`src/rtl/mem_scan_reader_if.sv`:
```
`default_nettype none
// +----------------------------------------------------------------------------+
// | mem_scan_reader_if : start/status, memory read port and bit stream bundle  |
// | Rev 1.0                                                                    |
// +----------------------------------------------------------------------------+
interface mem_scan_reader_if #(
  parameter int AW   = 3,
  parameter int COLS = 8
);
  localparam int CW = (COLS > 1) ? $clog2(COLS) : 1;

  logic            start;
  logic            busy;
  logic            done;
  logic            rd_en;
  logic [AW-1:0]   rd_addr;
  logic [COLS-1:0] rd_data;
  logic            bit_valid;
  logic            bit_ready;
  logic            bit_out;
  logic [AW-1:0]   bit_row;
  logic [CW-1:0]   bit_col;
  logic            bit_last;

  modport master (
    input  start, rd_data, bit_ready,
    output busy, done, rd_en, rd_addr,
    output bit_valid, bit_out, bit_row, bit_col, bit_last
  );

  modport slave (
    output start, rd_data, bit_ready,
    input  busy, done, rd_en, rd_addr,
    input  bit_valid, bit_out, bit_row, bit_col, bit_last
  );
endinterface

`default_nettype wire

```
`src/rtl/mem_scan_reader.sv`:
```
`default_nettype none
// +----------------------------------------------------------------------------+
// | mem_scan_reader : fetches a ROWS x COLS bit matrix row by row from a       |
// | 1-cycle-latency read port and streams it LSB-first on valid/ready.         |
// | Option macro TRIANGLE_SCAN_EN: row r is len = min(COLS, r + TRI_OFFSET).   |
// | Rev 1.0                                                                    |
// +----------------------------------------------------------------------------+
module mem_scan_reader #(
  parameter int ROWS       = 7,
  parameter int COLS       = 8,
  parameter int AW         = 3,
  parameter int TRI_OFFSET = 4
) (
  input  wire logic         clk,
  input  wire logic         rst_n,
  mem_scan_reader_if.master bus
);

  localparam int            CW       = (COLS > 1) ? $clog2(COLS) : 1;
  localparam logic [AW-1:0] LAST_ROW = AW'(ROWS - 1);

  typedef enum logic [2:0] {
    S_IDLE  = 3'd0,
    S_REQ   = 3'd1,
    S_WAIT  = 3'd2,
    S_SHIFT = 3'd3,
    S_DONE  = 3'd4
  } state_t;

  state_t          state_q, state_d;
  logic [AW-1:0]   row_q,   row_d;
  logic [CW-1:0]   col_q,   col_d;
  logic [COLS-1:0] word_q,  word_d;

  logic [CW-1:0]   last_col;
  logic            col_end;
  logic            row_end;
  logic            shifting;

`ifdef TRIANGLE_SCAN_EN
  int tri_len;

  always_comb begin
    tri_len = int'(row_q) + TRI_OFFSET;
    if (tri_len >= COLS) begin
      last_col = CW'(COLS - 1);
    end else begin
      last_col = CW'(tri_len - 1);
    end
  end
`else
  assign last_col = CW'(COLS - 1);
`endif

  assign col_end  = (col_q == last_col);
  assign row_end  = (row_q == LAST_ROW);
  assign shifting = (state_q == S_SHIFT);

  always_ff @(posedge clk) begin
    if (!rst_n) begin
      state_q <= S_IDLE;
      row_q   <= '0;
      col_q   <= '0;
      word_q  <= '0;
    end else begin
      state_q <= state_d;
      row_q   <= row_d;
      col_q   <= col_d;
      word_q  <= word_d;
    end
  end

  always_comb begin
    state_d = state_q;
    row_d   = row_q;
    col_d   = col_q;
    word_d  = word_q;
    case (state_q)
      S_IDLE: begin
        if (bus.start) begin
          state_d = S_REQ;
          row_d   = '0;
          col_d   = '0;
        end
      end
      S_REQ: begin
        state_d = S_WAIT;
      end
      S_WAIT: begin
        word_d  = bus.rd_data;
        col_d   = '0;
        state_d = S_SHIFT;
      end
      S_SHIFT: begin
        if (bus.bit_ready) begin
          // The current bit always sits in word_q[0]; shorter rows simply end early.
          if (!col_end) begin
            col_d  = col_q + 1'b1;
            word_d = word_q >> 1;
          end else if (!row_end) begin
            row_d   = row_q + 1'b1;
            state_d = S_REQ;
          end else begin
            state_d = S_DONE;
          end
        end
      end
      S_DONE: begin
        state_d = S_IDLE;
      end
      default: begin
        state_d = S_IDLE;
      end
    endcase
  end

  assign bus.busy      = (state_q != S_IDLE);
  assign bus.done      = (state_q == S_DONE);
  assign bus.rd_en     = (state_q == S_REQ);
  assign bus.rd_addr   = (state_q == S_REQ) ? row_q : '0;
  assign bus.bit_valid = shifting;
  assign bus.bit_out   = shifting & word_q[0];
  assign bus.bit_row   = shifting ? row_q : '0;
  assign bus.bit_col   = shifting ? col_q : '0;
  assign bus.bit_last  = shifting & row_end & col_end;

endmodule

`default_nettype wire
```
`src/flat_wrapper.sv`:
```
// flat-port wrapper written by rule: the top's interface ports become plain ports
module mem_scan_reader_flat 
#(
  parameter int ROWS       = 7,
  parameter int COLS       = 8,
  parameter int AW         = 3,
  parameter int TRI_OFFSET = 4
)
  (clk, rst_n, bus_start, bus_rd_data, bus_bit_ready, bus_busy, bus_done, bus_rd_en, bus_rd_addr, bus_bit_valid, bus_bit_out, bus_bit_row, bus_bit_col, bus_bit_last);
  mem_scan_reader_if #(.AW(AW), .COLS(COLS)) bus_i ();
  input  wire logic clk;
  input  wire logic rst_n;
  input wire logic [$bits(bus_i.start)-1:0] bus_start;
  input wire logic [$bits(bus_i.rd_data)-1:0] bus_rd_data;
  input wire logic [$bits(bus_i.bit_ready)-1:0] bus_bit_ready;
  output wire logic [$bits(bus_i.busy)-1:0] bus_busy;
  output wire logic [$bits(bus_i.done)-1:0] bus_done;
  output wire logic [$bits(bus_i.rd_en)-1:0] bus_rd_en;
  output wire logic [$bits(bus_i.rd_addr)-1:0] bus_rd_addr;
  output wire logic [$bits(bus_i.bit_valid)-1:0] bus_bit_valid;
  output wire logic [$bits(bus_i.bit_out)-1:0] bus_bit_out;
  output wire logic [$bits(bus_i.bit_row)-1:0] bus_bit_row;
  output wire logic [$bits(bus_i.bit_col)-1:0] bus_bit_col;
  output wire logic [$bits(bus_i.bit_last)-1:0] bus_bit_last;
  assign bus_i.start = bus_start;
  assign bus_i.rd_data = bus_rd_data;
  assign bus_i.bit_ready = bus_bit_ready;
  assign bus_busy = bus_i.busy;
  assign bus_done = bus_i.done;
  assign bus_rd_en = bus_i.rd_en;
  assign bus_rd_addr = bus_i.rd_addr;
  assign bus_bit_valid = bus_i.bit_valid;
  assign bus_bit_out = bus_i.bit_out;
  assign bus_bit_row = bus_i.bit_row;
  assign bus_bit_col = bus_i.bit_col;
  assign bus_bit_last = bus_i.bit_last;
  mem_scan_reader #(.ROWS(ROWS), .COLS(COLS), .AW(AW), .TRI_OFFSET(TRI_OFFSET)) u_core (.clk(clk), .rst_n(rst_n), .bus(bus_i));
endmodule
```
`config.mk`:
```
export PLATFORM = sky130hd
export DESIGN_NAME = mem_scan_reader_flat
export DESIGN_NICKNAME = d
export VERILOG_FILES = /design/src/rtl/mem_scan_reader_if.sv /design/src/rtl/mem_scan_reader.sv /design/src/flat_wrapper.sv
export SDC_FILE = /design/constraint.sdc
export NUM_CORES = 1
export LEC_CHECK = 0
export BUFFER_PORTS_ARGS = -buffer_cell sky130_fd_sc_hd__clkbuf_2
export CAP_MARGIN = 20
export CORE_MARGIN = 2
export CORE_UTILIZATION = 54
export DETAILED_ROUTE_END_ITERATION = 8
export GPL_TIMING_DRIVEN = 0
export PLACE_DENSITY = 0.85
export SKIP_CTS_REPAIR_TIMING = 1
export SYNTH_ARGS = -nofsm -noshare
export SYNTH_HDL_FRONTEND = slang
export SYNTH_SLANG_ARGS = --single-unit
```
`constraint.sdc`:
```
create_clock -name clk -period 3 [get_ports clk]
set_input_delay 0.15 -clock clk [delete_from_list [all_inputs] [get_ports clk]]
set_output_delay 0.15 -clock clk [all_outputs]
set_load 0.01 [all_outputs]
```
==> key figures <==
Clock tree
  – Clk sinks: 17
  – Num CTS Buffers: 3
  – Clock latency on the worst-skew pair: 0.29 ns
  – CTS tree: yes
  – CTS clk-pin slew, worst paths: 0.10 ns
  – Clock Path Buffers: 2
  – Root buffer cell: clkbuf_4
  – CTS HTree Levels: 1

Finish
  – Most common cell after layout, fill and taps aside: clkbuf_2
  – Nets@finish: 165
  – Fillers: 167
  – Antenna diodes: 0
  – Final core utilization: 67.1%
  – Design Area, Final: 0.00113 sq mm
  – Share of layout cells above drive strength 1: 27.7%
  – Most frequent cells in the layout: 26 x clkbuf_2, 24 x nand2_1, 17 x dfxtp_1
  – Synthesis-to-layout area growth: 18.7%

Synthesis
  – Netlist cell types: 33
  – Post-synthesis simple-gate area fraction: 33.7%
  – Adder-Cell Fraction of Synth Area: 5.24%
  – Compound-Gate Fraction of Synth Area: 17.4%
  – Post-Syn Area per Cell: 8.09 sq um
  – Post-Syn Instances: 118
  – Sequential share of the synthesized area: 35.6%
  – Post-Synth XOR/XNOR Area: 0%
  – Main combinational cell family by area after synthesis: simple AND/OR/NAND/NOR gates
  – Synthesized area: 955 sq um
  – Ys Warns: 0
  – Post-synthesis mux area share: 0%
  – Syn nets: 134
  – FF+latch count, synth: 17

Pwr
  – Pleak: 0.000519 uW
  – Max VDD drop: 0.000224 V
  – Psw: 125 uW
  – Flop pwr share: 54.3%
  – Sw frac: 28.1%
  – Logic gate share of total power: 17.8%
  – Pwr Density: 394 mW/mm^2
  – Clock Power Share: 27.9%
  – Internal: 321 uW

Drt
  – Via count: 938
  – Via density: 5.68
  – Mean routed wirelength per cell: 12.6 microns
  – Post-Route WL: 2080 microns
  – 1st-iter DRT viols: 24
  – Post-route ant nets: 0
  – Total iterations of the first detailed-routing run: 4
  – DR DRC count: 0

Setup path
  – Critical-path maximum fanout: 10
  – CP Buf/Inv Count: 4
  – Worst Setup End Kind: output pin
  – Worst r2r dst: u_core.word_q[5]$_SDFFE_PN0P_
  – CP cell instances: buf_6, nor2b_4, nand2_2, inv_2, buf_4, and2_1, clkbuf_2
  – Slowest-stage cell, CP: dfxtp_1
  – CP arrival: 1.62 ns
  – Startpoint Class: flop
  – Cell family with most CP delay: buffers and inverters
  – Req. time, crit path: 2.85 ns
  – Flop2flop setup slack: 1.31 ns
  – Largest stage delay on the critical path: 0.34 ns
  – CP Class: reg2out
  – WP depth: 7
  – Critical R2R Launch: u_core.col_q[0]$_SDFFE_PN0P_
  – Worst Reg-to-Reg Cells: 7

Die
  – I/O pin total: 27
  – Placeable core area: 0.00169 sq mm
  – Die Ht: 46.0 microns
  – Die width: 46.0 microns
  – Starting density of the core: 56.5%
  – Die area: 0.00212 sq mm
  – Rows: 15

Timing
  – Final worst path period need: 1.77 ns
  – Final Max Slew Viols: 0
  – Final worst slack: 1.23 ns
  – Worst relative slew slack: 72.7%
  – Worst slew pin tran: 0.409 ns
  – Fin crit share: 59.0%
  – Post-Route Skew: 0.000682 ns
  – Final setup viols: 0
  – Hold Fails Final Rpt: 0
  – Achievable Freq: 565 MHz
  – Setup TNS: 0 ns
  – RSZ-0062 raised after global routing: no

Min path
  – Hold Path Class: in2reg
  – Hold path startpoint: bus_rd_data[6]
  – Worst hold path endpoint: u_core.word_q[6]$_SDFFE_PN0P_
  – Hold depth: 3

Global routing
  – Antenna violations before repair: 0
  – GRT Total Usage: 21.5%
  – GRT overflow: 0
  – Largest net degree at the start of global routing: 11
  – Number of global-route vias before repair: 792
  – First-pass GRT wire length: 3330 microns

Place
  – Pre-CTS WS: 1.33 ns
  – Placed cell area: 0.00111 sq mm
  – Final GP Congestion: 0.862
  – I/O Buffers: 26
  – Hpwl dp: 1580 microns

Job
  – MaxCap Viol Count: 0

Run status
  – Status: finished clean
## worst register-to-register path: cells and delay by family, from the launching register on
| family | cells | cell delay, ns |
|---|---|---|
| buf+inv | 1 | 0.16 |
| flops | 1 | 0.35 |
| compound gates | 3 | 0.44 |
| fa+ha+maj | 2 | 0.46 |
| simple gates | 1 | 0.21 |
## registers in the layout, summed over array words and instances (netlist names)
name / flops
u_core.word_q: 8
u_core.state_q: 3
u_core.row_q: 3
u_core.col_q: 3
## how the worst max path moves through the flow
stage,from,to,slack (ns)
finish,u_core.state_q[1]$_SDFFE_PN0P_,bus_bit_col[1],1.23
CTS,u_core.state_q[1]$_SDFFE_PN0P_,bus_bit_row[1],1.21
global placement,u_core.col_q[0]$_SDFFE_PN0P_,u_core.word_q[5]$_SDFFE_PN0P_,1.35
floorplan,u_core.col_q[0]$_SDFFE_PN0P_,u_core.word_q[4]$_SDFFE_PN0P_,1.50
global route,u_core.state_q[2]$_SDFFE_PN0P_,bus_bit_row[1],1.09
detailed placement,u_core.col_q[0]$_SDFFE_PN0P_,u_core.word_q[5]$_SDFFE_PN0P_,1.33
## layer usage
| metal | global-route usage (%) | routed length (microns) |
|---|---|---|
| met5 | 0 | 0 |
| met2 | 37.8 | 1010 |
| met3 | 2.38 | 102 |
| met4 | 6.86 | 10 |
| met1 | 26.8 | 958 |
## power by group through the flow
stage / Clock (uW) / Sequential (uW) / Combinational (uW)
3_5_place_dp: 0 / 248 / 79.1
3_3_place_gp: 0 / 247 / 76.5
2_1_floorplan: 0 / 246 / 55.6
6_report: 124 / 242 / 79.4
4_1_cts: 128 / 242 / 79.2
5_1_grt: 137 / 244 / 88.6
## Yosys cell counts
| library cell | instances | area share [%] |
|---|---|---|
| buf_4 | 2 | 1.6 |
| buf_6 | 3 | 3.5 |
| nand3_1 | 3 | 1.6 |
| o22ai_1 | 1 | 0.66 |
| nor4bb_1 | 1 | 1.0 |
| nor3_1 | 2 | 1.0 |
| o211ai_1 | 1 | 0.79 |
| nand4b_1 | 3 | 2.8 |
| nand2_1 | 24 | 9.4 |
| a31oi_1 | 7 | 4.6 |
| nor2b_4 | 1 | 1.4 |
| nor2_1 | 4 | 1.6 |
| ha_1 | 4 | 5.2 |
| nor4_1 | 1 | 0.66 |
| inv_2 | 1 | 0.39 |
| dfxtp_1 | 17 | 36 |
| buf_2 | 1 | 0.52 |
| and3_1 | 1 | 0.66 |
| and2_1 | 9 | 5.9 |
| nand2_2 | 1 | 0.66 |
| a32o_1 | 1 | 1.0 |
| inv_1 | 3 | 1.2 |
| a21oi_1 | 2 | 1.0 |
| nand3b_1 | 1 | 0.79 |
| o21ai_0 | 11 | 5.8 |
| nor4b_1 | 1 | 0.92 |
| nor2b_1 | 1 | 0.66 |
| nand2b_1 | 2 | 1.3 |
| clkbuf_4 | 1 | 0.79 |
| a21boi_0 | 1 | 0.79 |
| nand4_1 | 5 | 3.3 |
| o21bai_1 | 1 | 0.79 |
| a21boi_4 | 1 | 2.0 |
## metrics by stage
stage / hold slack, ns / power, uW / instances
6_report: 0.0892 / 446 / 165
4_1_cts: 0.0860 / 450 / 165
3_5_place_dp: 0.400 / 327 / 161
2_1_floorplan: 0.298 / 302 / 118
5_1_grt: 0.0967 / 469 / 165
3_3_place_gp: 0.395 / 324 / 161
## area by class of cell
type	instances	area (sq um)	area share, %
Sequential cell	17	340	30.0
Clock buffer	3	22.5	1.99
Clock inverter	1	5.00	0.442
Buffer	7	61.3	5.41
Inverter	4	15.0	1.32
Multi-Input combinational cell	90	538	47.5
Tap cell	17	21.3	1.88
Timing Repair Buffer	26	130	11.5
## cells by family (layout without fill, tap and decap cells)
logic type / Yosys count / count (layout)
AOI/OAI and AO/OA: 26 / 26
adders and majority gates: 4 / 4
and+or+nand+nor: 60 / 60
DFF: 17 / 17
buffers and inverters: 11 / 41
(Power assumes the default switching activity.)
